`src/rtl/y86_pkg.sv`:
```
// Shared Y86-64 encodings for the execute stage: instruction/function codes,
// CC bit positions, FSM states and the branch/cmov condition evaluator.
package y86_pkg;

  localparam logic [3:0] I_HALT   = 4'h0;
  localparam logic [3:0] I_NOP    = 4'h1;
  localparam logic [3:0] I_RRMOVQ = 4'h2;
  localparam logic [3:0] I_IRMOVQ = 4'h3;
  localparam logic [3:0] I_RMMOVQ = 4'h4;
  localparam logic [3:0] I_MRMOVQ = 4'h5;
  localparam logic [3:0] I_OPQ    = 4'h6;
  localparam logic [3:0] I_JXX    = 4'h7;
  localparam logic [3:0] I_CALL   = 4'h8;
  localparam logic [3:0] I_RET    = 4'h9;
  localparam logic [3:0] I_PUSHQ  = 4'hA;
  localparam logic [3:0] I_POPQ   = 4'hB;

  localparam logic [3:0] ALU_ADD = 4'h0;
  localparam logic [3:0] ALU_SUB = 4'h1;
  localparam logic [3:0] ALU_AND = 4'h2;
  localparam logic [3:0] ALU_XOR = 4'h3;

  localparam logic [3:0] C_ALW = 4'h0;
  localparam logic [3:0] C_LE  = 4'h1;
  localparam logic [3:0] C_L   = 4'h2;
  localparam logic [3:0] C_E   = 4'h3;
  localparam logic [3:0] C_NE  = 4'h4;
  localparam logic [3:0] C_GE  = 4'h5;
  localparam logic [3:0] C_G   = 4'h6;

  localparam int CC_ZF = 2;
  localparam int CC_SF = 1;
  localparam int CC_OF = 0;

  typedef enum logic [1:0] {S_IDLE, S_EXEC, S_DONE} state_e;
  typedef enum logic [1:0] {OP_ADD, OP_SUB, OP_AND, OP_XOR} alu_op_e;

  // Returns {illegal, taken}; illegal condition codes are never taken.
  function automatic logic [1:0] eval_cond(input logic [2:0] cc, input logic [3:0] ifun);
    logic zf, sf, of;
    zf = cc[CC_ZF];
    sf = cc[CC_SF];
    of = cc[CC_OF];
    case (ifun)
      C_ALW:   return 2'b01;
      C_LE:    return {1'b0, (sf ^ of) | zf};
      C_L:     return {1'b0, sf ^ of};
      C_E:     return {1'b0, zf};
      C_NE:    return {1'b0, ~zf};
      C_GE:    return {1'b0, ~(sf ^ of)};
      C_G:     return {1'b0, ~(sf ^ of) & ~zf};
      default: return 2'b10;
    endcase
  endfunction

endpackage

```
`src/rtl/execute_alu_ctrl_if.sv`:
```
// Decode-side request and memory-side result bundle of the execute stage.
interface execute_alu_ctrl_if #(parameter int WIDTH = 64);
  logic             in_valid;
  logic             in_ready;
  logic [3:0]       icode;
  logic [3:0]       ifun;
  logic [WIDTH-1:0] val_a;
  logic [WIDTH-1:0] val_b;
  logic [WIDTH-1:0] val_c;
  logic             out_valid;
  logic             out_ready;
  logic [WIDTH-1:0] val_e;
  logic             cnd;
  logic [2:0]       cc;
  logic             err;

  modport master (
    output in_valid, icode, ifun, val_a, val_b, val_c, out_ready,
    input  in_ready, out_valid, val_e, cnd, cc, err
  );

  modport slave (
    input  in_valid, icode, ifun, val_a, val_b, val_c, out_ready,
    output in_ready, out_valid, val_e, cnd, cc, err
  );
endinterface

```
`src/rtl/alu_core.sv`:
```
// Combinational Y86 ALU: computes B op A and the {ZF,SF,OF} flags that result.
module alu_core
  import y86_pkg::*;
#(
  parameter int WIDTH = 64
) (
  input  alu_op_e          op_i,
  input  logic [WIDTH-1:0] a_i,
  input  logic [WIDTH-1:0] b_i,
  output logic [WIDTH-1:0] result_o,
  output logic [2:0]       flags_o
);

  logic of;

  // NOTE: every signal written here gets a default first, so no path leaves it unassigned and no latch is inferred.
  always_comb begin
    result_o = '0;
    of       = 1'b0;
    case (op_i)
      OP_ADD: begin
        result_o = b_i + a_i;
        of = (a_i[WIDTH-1] == b_i[WIDTH-1]) && (result_o[WIDTH-1] != a_i[WIDTH-1]);
      end
      OP_SUB: begin
        result_o = b_i - a_i;
        of = (a_i[WIDTH-1] != b_i[WIDTH-1]) && (result_o[WIDTH-1] != b_i[WIDTH-1]);
      end
      OP_AND:  result_o = b_i & a_i;
      OP_XOR:  result_o = b_i ^ a_i;
      default: result_o = '0;
    endcase
  end

  assign flags_o = {(result_o == '0), result_o[WIDTH-1], of};

endmodule

```
`src/rtl/execute_alu_ctrl.sv`:
```
// Y86-64 execute-stage sequencer: IDLE/EXEC/DONE handshake, ALU operand selection,
// condition-code register and registered valE/Cnd/err.
module execute_alu_ctrl
  import y86_pkg::*;
#(
  parameter int         WIDTH      = 64,
  parameter int         STACK_STEP = 8,
  parameter logic [2:0] CC_RESET   = 3'b100
) (
  input logic                clk,
  input logic                rst,
  execute_alu_ctrl_if.slave  bus
);

  state_e           state_q, state_d;
  logic [3:0]       icode_q, ifun_q;
  logic [WIDTH-1:0] val_a_q, val_b_q, val_c_q;
  logic [WIDTH-1:0] val_e_q;
  logic             cnd_q, err_q;
  logic [2:0]       cc_q;

  alu_op_e          alu_op;
  logic [WIDTH-1:0] alu_a, alu_b, alu_res;
  logic [2:0]       alu_flags;
  logic             cnd_d, err_d, set_cc;
  logic [1:0]       cond_r;

  always_comb begin
    state_d = state_q;
    case (state_q)
      S_IDLE:  if (bus.in_valid) state_d = S_EXEC;
      S_EXEC:  state_d = S_DONE;
      S_DONE:  if (bus.out_ready) state_d = S_IDLE;
      default: state_d = S_IDLE;
    endcase
  end

  // Conditions always see the CC held while in EXEC, i.e. before this op's own update.
  assign cond_r = eval_cond(cc_q, ifun_q);

  always_comb begin
    alu_op = OP_ADD;
    alu_a  = '0;
    alu_b  = '0;
    cnd_d  = 1'b1;
    err_d  = 1'b0;
    set_cc = 1'b0;
    case (icode_q)
      I_HALT, I_NOP: ;
      I_RRMOVQ: begin
        alu_a          = val_a_q;
        {err_d, cnd_d} = cond_r;
      end
      I_JXX:    {err_d, cnd_d} = cond_r;
      I_IRMOVQ: alu_a = val_c_q;
      I_RMMOVQ, I_MRMOVQ: begin
        alu_a = val_c_q;
        alu_b = val_b_q;
      end
      I_CALL, I_PUSHQ: begin
        alu_op = OP_SUB;
        alu_a  = WIDTH'(STACK_STEP);
        alu_b  = val_b_q;
      end
      I_RET, I_POPQ: begin
        alu_a = WIDTH'(STACK_STEP);
        alu_b = val_b_q;
      end
      I_OPQ: begin
        if (ifun_q <= ALU_XOR) begin
          alu_op = alu_op_e'(ifun_q[1:0]);
          alu_a  = val_a_q;
          alu_b  = val_b_q;
          set_cc = 1'b1;
        end else begin
          err_d = 1'b1;
        end
      end
      default: err_d = 1'b1;
    endcase
  end

  alu_core #(.WIDTH(WIDTH)) u_alu (
    .op_i     (alu_op),
    .a_i      (alu_a),
    .b_i      (alu_b),
    .result_o (alu_res),
    .flags_o  (alu_flags)
  );

  // NOTE: sequential state uses non-blocking assignments so every register samples pre-edge values.
  always_ff @(posedge clk) begin
    if (rst) begin
      state_q <= S_IDLE;
      val_e_q <= '0;
      cnd_q   <= 1'b0;
      err_q   <= 1'b0;
      cc_q    <= CC_RESET;
    end else begin
      state_q <= state_d;
      if (state_q == S_EXEC) begin
        val_e_q <= alu_res;
        cnd_q   <= cnd_d;
        err_q   <= err_d;
        if (set_cc) cc_q <= alu_flags;
      end
    end
  end

  // NOTE: the operand latches carry no reset; they are only read in EXEC, after a load.
  always_ff @(posedge clk) begin
    if (state_q == S_IDLE && bus.in_valid) begin
      icode_q <= bus.icode;
      ifun_q  <= bus.ifun;
      val_a_q <= bus.val_a;
      val_b_q <= bus.val_b;
      val_c_q <= bus.val_c;
    end
  end

  assign bus.in_ready  = (state_q == S_IDLE);
  assign bus.out_valid = (state_q == S_DONE);
  assign bus.val_e     = val_e_q;
  assign bus.cnd       = cnd_q;
  assign bus.err       = err_q;
  assign bus.cc        = cc_q;

endmodule

```
`src/flat_wrapper.sv`:
```
// flat-port wrapper written by rule: the top's interface ports become plain ports
module execute_alu_ctrl_flat import y86_pkg::*;
#(
  parameter int         WIDTH      = 64,
  parameter int         STACK_STEP = 8,
  parameter logic [2:0] CC_RESET   = 3'b100
)
  (clk, rst, bus_in_valid, bus_icode, bus_ifun, bus_val_a, bus_val_b, bus_val_c, bus_out_ready, bus_in_ready, bus_out_valid, bus_val_e, bus_cnd, bus_cc, bus_err);
  execute_alu_ctrl_if #(.WIDTH(WIDTH)) bus_i ();
  input logic clk;
  input logic rst;
  input wire logic [$bits(bus_i.in_valid)-1:0] bus_in_valid;
  input wire logic [$bits(bus_i.icode)-1:0] bus_icode;
  input wire logic [$bits(bus_i.ifun)-1:0] bus_ifun;
  input wire logic [$bits(bus_i.val_a)-1:0] bus_val_a;
  input wire logic [$bits(bus_i.val_b)-1:0] bus_val_b;
  input wire logic [$bits(bus_i.val_c)-1:0] bus_val_c;
  input wire logic [$bits(bus_i.out_ready)-1:0] bus_out_ready;
  output wire logic [$bits(bus_i.in_ready)-1:0] bus_in_ready;
  output wire logic [$bits(bus_i.out_valid)-1:0] bus_out_valid;
  output wire logic [$bits(bus_i.val_e)-1:0] bus_val_e;
  output wire logic [$bits(bus_i.cnd)-1:0] bus_cnd;
  output wire logic [$bits(bus_i.cc)-1:0] bus_cc;
  output wire logic [$bits(bus_i.err)-1:0] bus_err;
  assign bus_i.in_valid = bus_in_valid;
  assign bus_i.icode = bus_icode;
  assign bus_i.ifun = bus_ifun;
  assign bus_i.val_a = bus_val_a;
  assign bus_i.val_b = bus_val_b;
  assign bus_i.val_c = bus_val_c;
  assign bus_i.out_ready = bus_out_ready;
  assign bus_in_ready = bus_i.in_ready;
  assign bus_out_valid = bus_i.out_valid;
  assign bus_val_e = bus_i.val_e;
  assign bus_cnd = bus_i.cnd;
  assign bus_cc = bus_i.cc;
  assign bus_err = bus_i.err;
  execute_alu_ctrl #(.WIDTH(WIDTH), .STACK_STEP(STACK_STEP), .CC_RESET(CC_RESET)) u_core (.clk(clk), .rst(rst), .bus(bus_i));
endmodule
```
`config.mk`:
```
export PLATFORM = sky130hd
export DESIGN_NAME = execute_alu_ctrl_flat
export DESIGN_NICKNAME = d
export VERILOG_FILES = /design/src/rtl/y86_pkg.sv /design/src/rtl/execute_alu_ctrl_if.sv /design/src/rtl/alu_core.sv /design/src/rtl/execute_alu_ctrl.sv /design/src/flat_wrapper.sv
export SDC_FILE = /design/constraint.sdc
export NUM_CORES = 1
export LEC_CHECK = 0
export ABC_CLOCK_PERIOD_IN_PS = 8900
export CAP_MARGIN = 20
export CELL_PAD_IN_SITES_DETAIL_PLACEMENT = 2
export CELL_PAD_IN_SITES_GLOBAL_PLACEMENT = 2
export CORE_AREA = 2 2 204 306
export CTS_CLUSTER_SIZE = 20
export DETAILED_ROUTE_END_ITERATION = 8
export DIE_AREA = 0 0 206 308
export GPL_ROUTABILITY_DRIVEN = 0
export MAX_ROUTING_LAYER = met4
export PLACE_DENSITY_LB_ADDON = 0.1
export RECOVER_POWER = 100
export SYNTH_ARGS = -nofsm -noshare
export SYNTH_HDL_FRONTEND = slang
export SYNTH_SLANG_ARGS = --single-unit
```
`constraint.sdc`:
```
create_clock -name clk -period 8.9 [get_ports clk]
set_clock_uncertainty 0.2 [all_clocks]
set_input_delay 2.225 -clock clk [delete_from_list [all_inputs] [get_ports clk]]
set_output_delay 2.225 -clock clk [all_outputs]
set_load 0.02 [all_outputs]
```
After elaboration in Yosys (flattened, before gate mapping)
Index checks and enable logic that the tools add are counted.
{"block": "word_totals", "ff_bits": 271, "in_bits": 204, "elab_cells": 81}
{"block": "op_classes", "n_addsub": 2, "order_cmp": 1, "eq_ne": 28, "n_mux": 17, "n_bitwise": 7, "reduce_logical": 16}
{"op": "$pmux W64 S4", "count": 2}
{"op": "$mux W64", "count": 2}
{"op": "$pmux W64 S2", "count": 1}
{"op": "$add A64 B64 Y64", "count": 1}
{"op": "$and A64 B64 Y64", "count": 1}
{"op": "$logic_not A64 Y1", "count": 1}
{"op": "$sub A64 B64 Y64", "count": 1}
{"op": "$xor A64 B64 Y64", "count": 1}
{"op": "$eq A4 B3 Y1 const B", "count": 7}
{"op": "$eq A4 B2 Y1 const B", "count": 4}
{"op": "$eq A4 B4 Y1 const B", "count": 4}
{"op": "$pmux W2 S7", "count": 1}
{"op": "$reduce_or A9 Y1", "count": 1}
{"op": "$eq A4 B1 Y1 const B", "count": 2}
{"op": "$logic_not A4 Y1", "count": 2}
{"op": "$eq A2 B2 Y1 const B", "count": 3}
{"op": "$mux W2", "count": 3}
{"op": "$pmux W2 S3", "count": 1}
{"op": "$reduce_or A6 Y1", "count": 1}
{"op": "$eq A2 B1 Y1 const B", "count": 2}
{"op": "$le A4 B2 Y1 const B", "count": 1}
{"op": "$logic_not A2 Y1", "count": 2}
{"op": "$mux W1", "count": 4}
{"op": "$ne A2 B2 Y1 const B", "count": 2}
{"op": "other kinds (14)", "count": 21}

Longest topological paths before layout
Gate-level depths: netlist of run 1.
{"block": "logic_depth", "ltp_word": 7, "ltp_mapped": 22, "ltp_nobuf": 19}

By module
Synthesis of run 1 repeated with hierarchy kept, for this count alone.
{"block": "unflattened", "cells_unflattened": 2459, "hier_area_um2": 20922.6}
{"module": "alu_core", "n_inst": 1, "cells_per_inst": 1770, "area_per_inst_um2": 11207.0}
{"module": "execute_alu_ctrl", "n_inst": 1, "cells_per_inst": 689, "area_per_inst_um2": 9715.6}

Least setup slack after synthesis of run 1
OpenSTA, ideal clock, no wires.
{"block": "synth_path", "kind": "input -> register", "from": "input port bus_in_valid", "to": "register u_core.icode_q[0], enable pin", "arrival_time_ns": 6.763, "required_ns": 8.116, "setup_slack_ns": 1.353, "stages": 1, "path_cell_list": "and2_1"}
{"block": "synth_via", "elab_chain_cells": 1}
{"element": "from (decl)", "line_no": "flat_wrapper.sv:12", "rtl": "input wire logic [$bits(bus_i.in_valid)-1:0] bus_in_valid;"}
{"element": "$logic_and A1 B1 Y1", "line_no": "execute_alu_ctrl.sv:112", "rtl": "if (state_q == S_IDLE && bus.in_valid) begin"}
{"element": "to (signal assigned)", "line_no": "execute_alu_ctrl.sv:113", "rtl": "icode_q <= bus.icode;"}
{"element": "to (decl)", "line_no": "execute_alu_ctrl.sv:16", "rtl": "logic [3:0] icode_q, ifun_q;"}
No other way between the ends.
A chain may end at the register's enable or synchronous reset.

Worst setup path in the final report of run 1
{"block": "layout_path", "from": "register u_core.icode_q[3]", "to": "register u_core.cc_q[2], in the netlist u_core.bus.cc[2]"}
{"block": "layout_via", "elab_chain_cells": 6, "word_cells_on_any_way": 28}
{"element": "$eq A4 B4 Y1 (tied with other cells)", "line_no": "execute_alu_ctrl.sv:48", "rtl": "case (icode_q)"}
{"element": "$reduce_or A4 Y1 (no line) (tied with other cells)"}
{"element": "$pmux W64 S4 (tied with other cells)", "line_no": "execute_alu_ctrl.sv:48"}
{"element": "$sub A64 B64 Y64 (tied with other cells)", "line_no": "alu_core.sv:26", "rtl": "result_o = b_i - a_i;"}
{"element": "$pmux W64 S4", "line_no": "alu_core.sv:20", "rtl": "case (op_i)"}
{"element": "$logic_not A64 Y1", "line_no": "alu_core.sv:35", "rtl": "assign flags_o = {(result_o == '0), result_o[WIDTH-1], of};"}
{"element": "to (signal assigned)", "line_no": "execute_alu_ctrl.sv:105", "rtl": "if (set_cc) cc_q <= alu_flags;"}
{"element": "to (decl)", "line_no": "execute_alu_ctrl.sv:20", "rtl": "logic [2:0] cc_q;"}
Several ways; a longest one is shown, not always the timed one.

==> reports/summary.md, run 1 <==
At the worst endpoint, the required time is 9.23 ns. Number of synthesized flops with an enable pin: 200. For this run, the top clock speed supported by timing is 121 MHz. The tools report the clock latency on the worst-skew pair as 0.61 ns. The tools report the first-pass GRT wire length as 154000 µm. Leaving out fill and tap cells, the most frequent cell in the layout is sky130_fd_sc_hd__dlygate4sd3_1. The worst hold path depth came out at 2. The run gives 1 as the number of H-tree levels. In this run the biggest area consumer among cell types represents 29.3% of the synthesized area.

For this run, design rule violations remaining after detail routing come to 0. The count of maximum capacitance violations is 3. The mean instance size in the synthesized netlist is 8.39 µm². The tools report the total clock sinks as 271. CTS placed an instance of sky130_fd_sc_hd__clkbuf_16 at the clock tree root. Summing every instance area after synthesis gives 20500 µm². Number of nets in the synthesized netlist: 2775. The largest net degree at the start of global routing is 114, and the number of endpoints failing setup at the final stage is 0. The count of port buffers added during placement is 274.

The run gives 250 as the max-slew violation total from the final report. The depth of the most critical reg-to-reg path came out at 18. The worst path in the final design needs a cycle of 8.25 ns, including I/O delays and setup. Yosys printed 0 warnings. The all-layer global routing usage was 33.6%. The signal on the critical path passes through nor3b_1, and2_2, buf_4, a22oi_1, ha_1, nand2_1, o21ai_0, a21oi_1, o41ai_1, a31oi_1, o31ai_1, a31oi_1, o221ai_1, nand4_1, nor4b_1, nand4b_1, or4_1, o21ai_1.

After detailed routing, the number of vias per cell comes to 6.20. The final reports fail on max-capacitance violations, max-slew violations. The run gives 63400 µm² as the overall die area. The fraction of layout instances using a drive strength above 1 works out to 4.74%. Cell depth of the worst setup path: 18.

The post-route clock period utilization works out to 92.7%. Number of DRC markers in iteration 0: 1240. From bottom edge to top edge, the die measures 308 µm. The buffering stage count on the worst path with inverters included works out to 1. The run gives 111 as the cell row count.

After clock tree synthesis, the flow added hold-fix buffers numbering 0. The growth of design area from synthesis to finish was 21.6%; the data arrival time of the worst path was 8.58 ns. The setup path with the least slack is of type reg2reg. The tools report the count of distinct cell types in the synthesized netlist as 78.

The register clock-pin slew on the reported worst setup and hold paths was 0.06 ns; the overall power consumption was 4.30 mW. The post-cts gate resize count came out at 0. The setup slack of the critical path after layout is 0.654 ns.

After synthesis the netlist holds a flip-flop and latch count of 271. In this run the horizontal extent of the chip is 206 µm. Number of buffers added by the clock tree synthesis step: 28.

For the remaining global-route overflow, the log shows 0. On the critical path, the stage with the largest delay is an instance of sky130_fd_sc_hd__o41ai_1. The number of antenna violations at the first check in global routing is 5, and the total wire length is 104000 µm. TritonCTS built the clock tree. Counting every instance in the synthesized netlist gives 2442. The detailed router placed 21443 vias in this run. The number of global-route vias before repair came out at 23518. The worst voltage drop across the vdd grid is 0.155 mV, and the leakage power figure is 9.99 nW.

After detailed placement, the total cell area comes to 24100 µm². For this run, asynchronously set or reset flops after synthesis account for 0%. The run gives 0.920 ns as the pre-CTS worst setup slack.

275 I/O pins were placed. The tools report the finished layout cell area as 24900 µm². At the end of the flow the core is filled with cells to 41.0%. Of the synthesized area, sequential elements account for 36.2%. The tools report the kind of end point of the critical path as a register. Measured against its own limit, the worst slew margin works out to -155%. Dividing total power by cell area gives a power density of 172 nW/µm². The kind of cell adding the most delay to the critical path is compound AO/OA/AOI/OAI gates.

The delay contributed by the slowest stage of the critical path is 0.86 ns. The number of detailed-routing iterations run before antenna repair was 5; the maximum clock insertion buffer count was 3. The count of nets left with antenna violations once routing finished came out at 0. At the end of the flow, the number of nets in the layout was 2973. In the layout the commonest cells are sky130_fd_sc_hd__dlygate4sd3_1, sky130_fd_sc_hd__nor2_1, sky130_fd_sc_hd__a21oi_1, sky130_fd_sc_hd__edfxtp_1, sky130_fd_sc_hd__nand2_1.

After detailed routing, the average wire length per cell comes to 30.2 µm. The region available for standard cell placement spans 60800 µm². The initial core utilization was 33.7%. By instance count, the cell type seen most on the critical path is sky130_fd_sc_hd__a31oi_1.

The most instantiated flip-flop cell in the synthesis netlist is sky130_fd_sc_hd__edfxtp_1. After legalization and detailed placement, the total HPWL measured 81500 µm. The number of hold violations in the final report was 0; the setup TNS was 0 ns.

The worst-path maximum fanout works out to 25. Setup repair after global routing left no endpoint under its margin. The largest total area in the synthesized netlist belongs to sky130_fd_sc_hd__edfxtp_1. By area the synthesized netlist is led by sky130_fd_sc_hd__edfxtp_1, sky130_fd_sc_hd__ha_1, sky130_fd_sc_hd__dfxtp_1.

The actual slew at the worst max-slew pin came out at 3.82 ns. The launching element type of the critical path was a register. Buffers added to address setup during post-CTS repair amount to 0. The flow ran to the end, but the final reports show violations. The path class of the tightest hold or removal check is reg2reg.
[routing by layer]
layer  global-route usage (%)  up-vias  wire (µm)
li1                         -     9571          -
met2                     58.9      763      52700
met1                     32.6    10717      36800
met4                     26.9        0      10100
met5                        -        -          0
met3                     5.34      392       4760
[worst paths after layout]
path / start / end / slack [ns]
worst max-delay path: u_core.icode_q[3]$_DFFE_PP_ / u_core.bus.cc[2]$_SDFFE_PP1P_ / 0.65
worst min-delay path: u_core.bus.val_e[61]$_SDFFE_PP0P_ / u_core.bus.val_e[61]$_SDFFE_PP0P_ / 0.26
worst max register to register: u_core.icode_q[3]$_DFFE_PP_ / u_core.bus.cc[2]$_SDFFE_PP1P_ / 0.65
worst min register to register: u_core.bus.val_e[61]$_SDFFE_PP0P_ / u_core.bus.val_e[61]$_SDFFE_PP0P_ / 0.26
[through the flow]
step / hold WS [ns] / std cells
after floorplan: 0.330 / 2442
after global placement: 0.249 / 3398
after detailed placement: 0.255 / 3400
after CTS: 0.263 / 3451
after global routing: 0.280 / 3457
final: 0.259 / 3457
[final cells by class]
type,count,area (µm²)
clock buffers,40,808
fillers,6822,35900
inverters,132,495
flip-flops and latches,271,7430
well taps,791,990
multi-input cells,1882,12000
diodes,5,12.5
clock inverters,11,96.3
repair buffers,325,3080
[worst register-to-register path: cells and delay by family (launching register included)]
family          cells  cell delay (ns)
simple gates        7             2.83
flops               1             0.56
fa+ha+maj           1             0.74
compound gates      9             3.41
buf+inv             1             0.41
[cell families after synthesis]
family	count (synthesis)	share of synthesized area, %
muxes	25	1.25
and+or+nand+nor	875	21.1
xor gates and xnor gates	27	1.15
DFF	271	36.2
AOI/OAI and AO/OA	826	27.1
adders and majority gates	129	7.91
buffers and inverters	289	5.32
[state kept, by name (all words and copies together) (netlist names)]
name and count:
u_core.bus.cc 3, u_core.val_b_q 64, u_core.bus.err 1, u_core.bus.cnd 1
u_core.val_c_q 64, u_core.val_a_q 64, u_core.state_q 2, u_core.bus.val_e 64
u_core.ifun_q 4, u_core.icode_q 4
[Yosys cell counts, types with 8 or more instances]
library cell	instances
sky130_fd_sc_hd__o311ai_0	10
sky130_fd_sc_hd__a21oi_1	220
sky130_fd_sc_hd__or2_2	11
sky130_fd_sc_hd__a2111oi_0	9
sky130_fd_sc_hd__a221oi_1	18
sky130_fd_sc_hd__nor2_1	247
sky130_fd_sc_hd__o211ai_1	33
sky130_fd_sc_hd__nand2_1	198
sky130_fd_sc_hd__nand2b_1	14
sky130_fd_sc_hd__a21o_1	24
sky130_fd_sc_hd__clkbuf_1	135
sky130_fd_sc_hd__a31oi_1	33
sky130_fd_sc_hd__xnor2_1	25
sky130_fd_sc_hd__o31a_1	9
sky130_fd_sc_hd__a211oi_1	53
sky130_fd_sc_hd__nor3b_1	11
sky130_fd_sc_hd__and3_1	15
sky130_fd_sc_hd__nor2b_1	94
sky130_fd_sc_hd__a22oi_1	65
sky130_fd_sc_hd__o22ai_1	14
sky130_fd_sc_hd__nand4_1	60
sky130_fd_sc_hd__o31ai_1	37
sky130_fd_sc_hd__edfxtp_1	200
sky130_fd_sc_hd__ha_1	128
sky130_fd_sc_hd__a31o_2	8
sky130_fd_sc_hd__a311oi_1	14
sky130_fd_sc_hd__o221ai_1	9
sky130_fd_sc_hd__o21a_1	22
sky130_fd_sc_hd__o211a_1	8
sky130_fd_sc_hd__nand3_1	52
sky130_fd_sc_hd__mux2i_1	21
sky130_fd_sc_hd__a21boi_0	11
sky130_fd_sc_hd__o21bai_1	21
sky130_fd_sc_hd__a211o_1	11
sky130_fd_sc_hd__or3_1	23
sky130_fd_sc_hd__buf_1	18
sky130_fd_sc_hd__nor3_1	57
sky130_fd_sc_hd__and2_1	18
sky130_fd_sc_hd__o21ai_0	130
sky130_fd_sc_hd__inv_1	132
sky130_fd_sc_hd__nor4_1	43
sky130_fd_sc_hd__dfxtp_1	71
[report_power, final]
group / internal (mW) / switching (mW) / leakage [nW]
Clock: 0.659 / 0.525 / 0.439
Combinational: 0.495 / 1.11 / 7.06
Sequential: 1.46 / 0.0463 / 2.49
Note: power is estimated with default switching activity, not from simulation.
==> inputs of run 2 (changes only) <==
--- a/config.mk
+++ b/config.mk
@@ -5,14 +5,14 @@
 export SDC_FILE = /design/constraint.sdc
 export NUM_CORES = 1
 export LEC_CHECK = 0
-export ABC_CLOCK_PERIOD_IN_PS = 8900
+export ABC_CLOCK_PERIOD_IN_PS = 6900
 export CAP_MARGIN = 20
 export CELL_PAD_IN_SITES_DETAIL_PLACEMENT = 2
 export CELL_PAD_IN_SITES_GLOBAL_PLACEMENT = 2
-export CORE_AREA = 2 2 204 306
+export CORE_AREA = 2 2 213 320
 export CTS_CLUSTER_SIZE = 20
 export DETAILED_ROUTE_END_ITERATION = 8
-export DIE_AREA = 0 0 206 308
+export DIE_AREA = 0 0 215 322
 export GPL_ROUTABILITY_DRIVEN = 0
 export MAX_ROUTING_LAYER = met4
 export PLACE_DENSITY_LB_ADDON = 0.1
==> constraint.sdc (replaced) <==
create_clock -name clk -period 6.9 [get_ports clk]
set_clock_uncertainty 0.2 [all_clocks]
set_input_delay 1.725 -clock clk [delete_from_list [all_inputs] [get_ports clk]]
set_output_delay 1.725 -clock clk [all_outputs]
set_load 0.02 [all_outputs]
==> run 2 against run 1 <==
The flow still finishes with violations (max-capacitance violations, max-slew violations). Hold slack better by 0.00081 ns. Largest power group unchanged. Combinational power rose by 42%. Non-clock buffer count rose by 135. Die area rose by 9.1%.
==> reports/summary.md, run 2 (synthesized netlist as in run 1, its figures left out) <==
The data arrival time of the worst path is 7.01 ns (was 8.58 ns), and the number of DRC markers in iteration 0 is 1430 (was 1240). The tools report the first-pass GRT wire length as 160000 µm (was 154000 µm). Number of hold violations in the final report: 0 (unchanged). The all-layer global routing usage came out at 31.6% (was 33.6%).

The placed wire-length estimate is 87100 µm (was 81500 µm). The run finished, with violations left. The run gives 271 (unchanged) as the total clock sinks. The routing layer with the top usage in global route was met2 (unchanged). The tools report the max-slew violation total from the final report as 157 (was 250). The count of maximum capacitance violations is 2 (was 3), and the setup slack of the critical path after layout is 0.227 ns (was 0.654 ns).

The power density normalized to cell area is 224 nW/µm² (was 172 nW/µm²), and the number of endpoints failing setup at the final stage is 0 (unchanged). The register clock-pin slew on the reported worst setup and hold paths is 0.06 ns (about the same), and the die height is 322 µm (was 308 µm). Category of the critical setup timing path: reg2reg (unchanged). The tools report the count of hold-fix buffers inserted at cts as 0 (unchanged). TritonCTS built the clock tree. The maximum clock insertion buffer count is 3 (unchanged), and the number of global-route vias before repair is 24154 (was 23518). The core area is 66500 µm² (was 60800 µm²), and the actual slew at the worst max-slew pin is 3.13 ns (was 3.82 ns). The count of port buffers added during placement is 274 (unchanged). The final-stage net count was 3109 (was 2973). The pre-CTS worst setup slack is -0.0663 ns (was 0.920 ns).

The tools report the worst voltage drop across the vdd grid as 0.185 mV (was 0.155 mV). The largest net degree at the start of global routing is 109 (was 114). The logs give 0 (unchanged) for the residual DRC count and 2 (was 5) for the number of antenna violations at the first check in global routing. Leading cell type in the layout, fill and taps excluded: sky130_fd_sc_hd__dlygate4sd3_1 (unchanged). The number of top-level design ports is 275 (unchanged).

For the overall die area, the log shows 69200 µm² (was 63400 µm²). The source of the worst register-to-register timing path is u_core.icode_q[1]$_DFFE_PP_ (was u_core.icode_q[3]$_DFFE_PP_). The run gives 150 MHz (was 121 MHz) as the maximum operating frequency. The leakage power figure is 10.7 nW (was 9.99 nW). Violations in the final reports: max-capacitance violations, max-slew violations (unchanged).

Number of vias per cell after detailed routing: 5.98 (was 6.20). The tools report the clock latency on the worst-skew pair as 0.62 ns (was 0.61 ns). The number of H-tree levels is 1 (unchanged), and the post-route clock period utilization is 96.7% (was 92.7%).

The run gives 116 (was 111) as the cell row count. Commonest cells after routing, fill and taps aside: sky130_fd_sc_hd__dlygate4sd3_1, sky130_fd_sc_hd__nor2_1, sky130_fd_sc_hd__a21oi_1, sky130_fd_sc_hd__edfxtp_1, sky130_fd_sc_hd__nand2_1 (unchanged). The worst relative slew slack came out at -109% (was -155%).

The path category of the worst min-delay check is reg2reg (unchanged). The worst-path maximum fanout came out at 19 (was 25). The number of fill cells came out at 7583 (was 6822). The start point of the worst hold path is u_core.bus.val_e[61]$_SDFFE_PP0P_ (unchanged). The overall power consumption is 5.91 mW (was 4.30 mW). The number of buffers added by the clock tree synthesis step is 29 (was 28). The tools report the worst hold slack as 0.259 ns (about the same).

The via total after detailed routing is 22018 (was 21443), and the initial core utilization is 30.8% (was 33.7%). The logs give 5 (unchanged) for the number of detailed-routing iterations run before antenna repair and 56.4% (was 58.9%) for the global routing met2 resource utilization. The tools report the remaining global-route overflow as 0 (unchanged). The kind of end point of the critical path was a register (unchanged). The growth of design area from synthesis to finish was 28.4% (was 21.6%). The met1 track utilization from global routing is 31.9% (was 32.6%).

The launching element type of the critical path was a register (unchanged). The run gives 0 (unchanged) as the number of nets still failing antenna checks after routing. The total wire length came out at 108000 µm (was 104000 µm). Die width: 215 µm (was 206 µm). For the share of the core filled with cells, the log shows 39.6% (was 41.0%).

The placement-stage cell area was 25200 µm² (was 24100 µm²); the fraction of layout instances using a drive strength above 1 was 10.5% (was 4.74%). The first element of the critical path is u_core.icode_q[1]$_DFFE_PP_ (was u_core.icode_q[3]$_DFFE_PP_). The minimum period implied by the final worst setup slack is 6.67 ns (was 8.25 ns).

The tools report the worst endpoint required time as 7.24 ns (was 9.23 ns). The global routing met3 resource utilization was 3.36% (was 5.34%). The wire length per cell came out at 29.4 µm (was 30.2 µm). For the setup TNS, the log shows 0 ns (unchanged). The logs give 3628 (was 3400) for the number of placed instances, taps included and 3684 (was 3457) for the post-layout instance count excluding filler cells. The clock root buffer master is sky130_fd_sc_hd__clkbuf_16 (unchanged). Finished layout cell area: 26300 µm² (was 24900 µm²).
run 2: worst paths after layout:
kind | slack [ns] | end | cells after the start
worst min-delay path | 0.26 | u_core.bus.val_e[61]$_SDFFE_PP0P_ | 2
worst max register to register | 0.23 | u_core.bus.cc[2]$_SDFFE_PP1P_ | 21
worst min register to register | 0.26 | u_core.bus.val_e[61]$_SDFFE_PP0P_ | 2
worst max-delay path | 0.23 | u_core.bus.cc[2]$_SDFFE_PP1P_ | 21
run 2: layout make-up:
class | instances | area [µm²] | share of cell area, %
well taps | 885 | 1110 | 4.21
clock inverters | 14 | 153 | 0.580
diodes | 1 | 2.50 | 0.00950
multi-input cells | 1882 | 12100 | 46.1
repair buffers | 460 | 4170 | 15.8
clock buffers | 39 | 846 | 3.21
inverters | 132 | 495 | 1.88
flip-flops and latches | 271 | 7430 | 28.2
run 2: metal layers:
metal / vias up / part of all wire, %
li1: 9843 / -
met1: 11067 / 36
met2: 741 / 51
met3: 367 / 4.0
met4: 0 / 9.1
met5: - / 0
run 2: critical path, cell delays in order (launching register included):
cell and delay [ns]:
sky130_fd_sc_hd__edfxtp_1 0.50, sky130_fd_sc_hd__nor4bb_2 0.24, sky130_fd_sc_hd__or2_2 0.37, sky130_fd_sc_hd__buf_12 0.18
sky130_fd_sc_hd__a22oi_1 0.24, sky130_fd_sc_hd__inv_1 0.07, sky130_fd_sc_hd__ha_1 0.30, sky130_fd_sc_hd__a211o_1 0.30
sky130_fd_sc_hd__a311oi_1 0.57, sky130_fd_sc_hd__buf_4 0.25, sky130_fd_sc_hd__nor4_2 0.08, sky130_fd_sc_hd__o31ai_1 0.51
sky130_fd_sc_hd__a21boi_0 0.28, sky130_fd_sc_hd__o21ai_0 0.39, sky130_fd_sc_hd__mux2i_1 0.12, sky130_fd_sc_hd__o21ai_0 0.58
sky130_fd_sc_hd__nand2_1 0.13, sky130_fd_sc_hd__nor4b_1 0.34, sky130_fd_sc_hd__buf_4 0.18, sky130_fd_sc_hd__nand4b_1 0.11
sky130_fd_sc_hd__or4_1 0.48, sky130_fd_sc_hd__o21ai_1 0.17
run 2: where the power goes:
part / internal, mW / switching (mW)
combinational: 0.786 / 1.51
sequential: 1.88 / 0.0576
clock: 0.968 / 0.706
run 2: repair_timing:
| action | 4_1_cts | 5_1_grt |
|---|---|---|
| pin swaps | 0 | 2 |
| setup buffers | 0 | 2 |
| endpoints found under the setup margin | 1 | 1 |
| resized for setup | 2 | 21 |
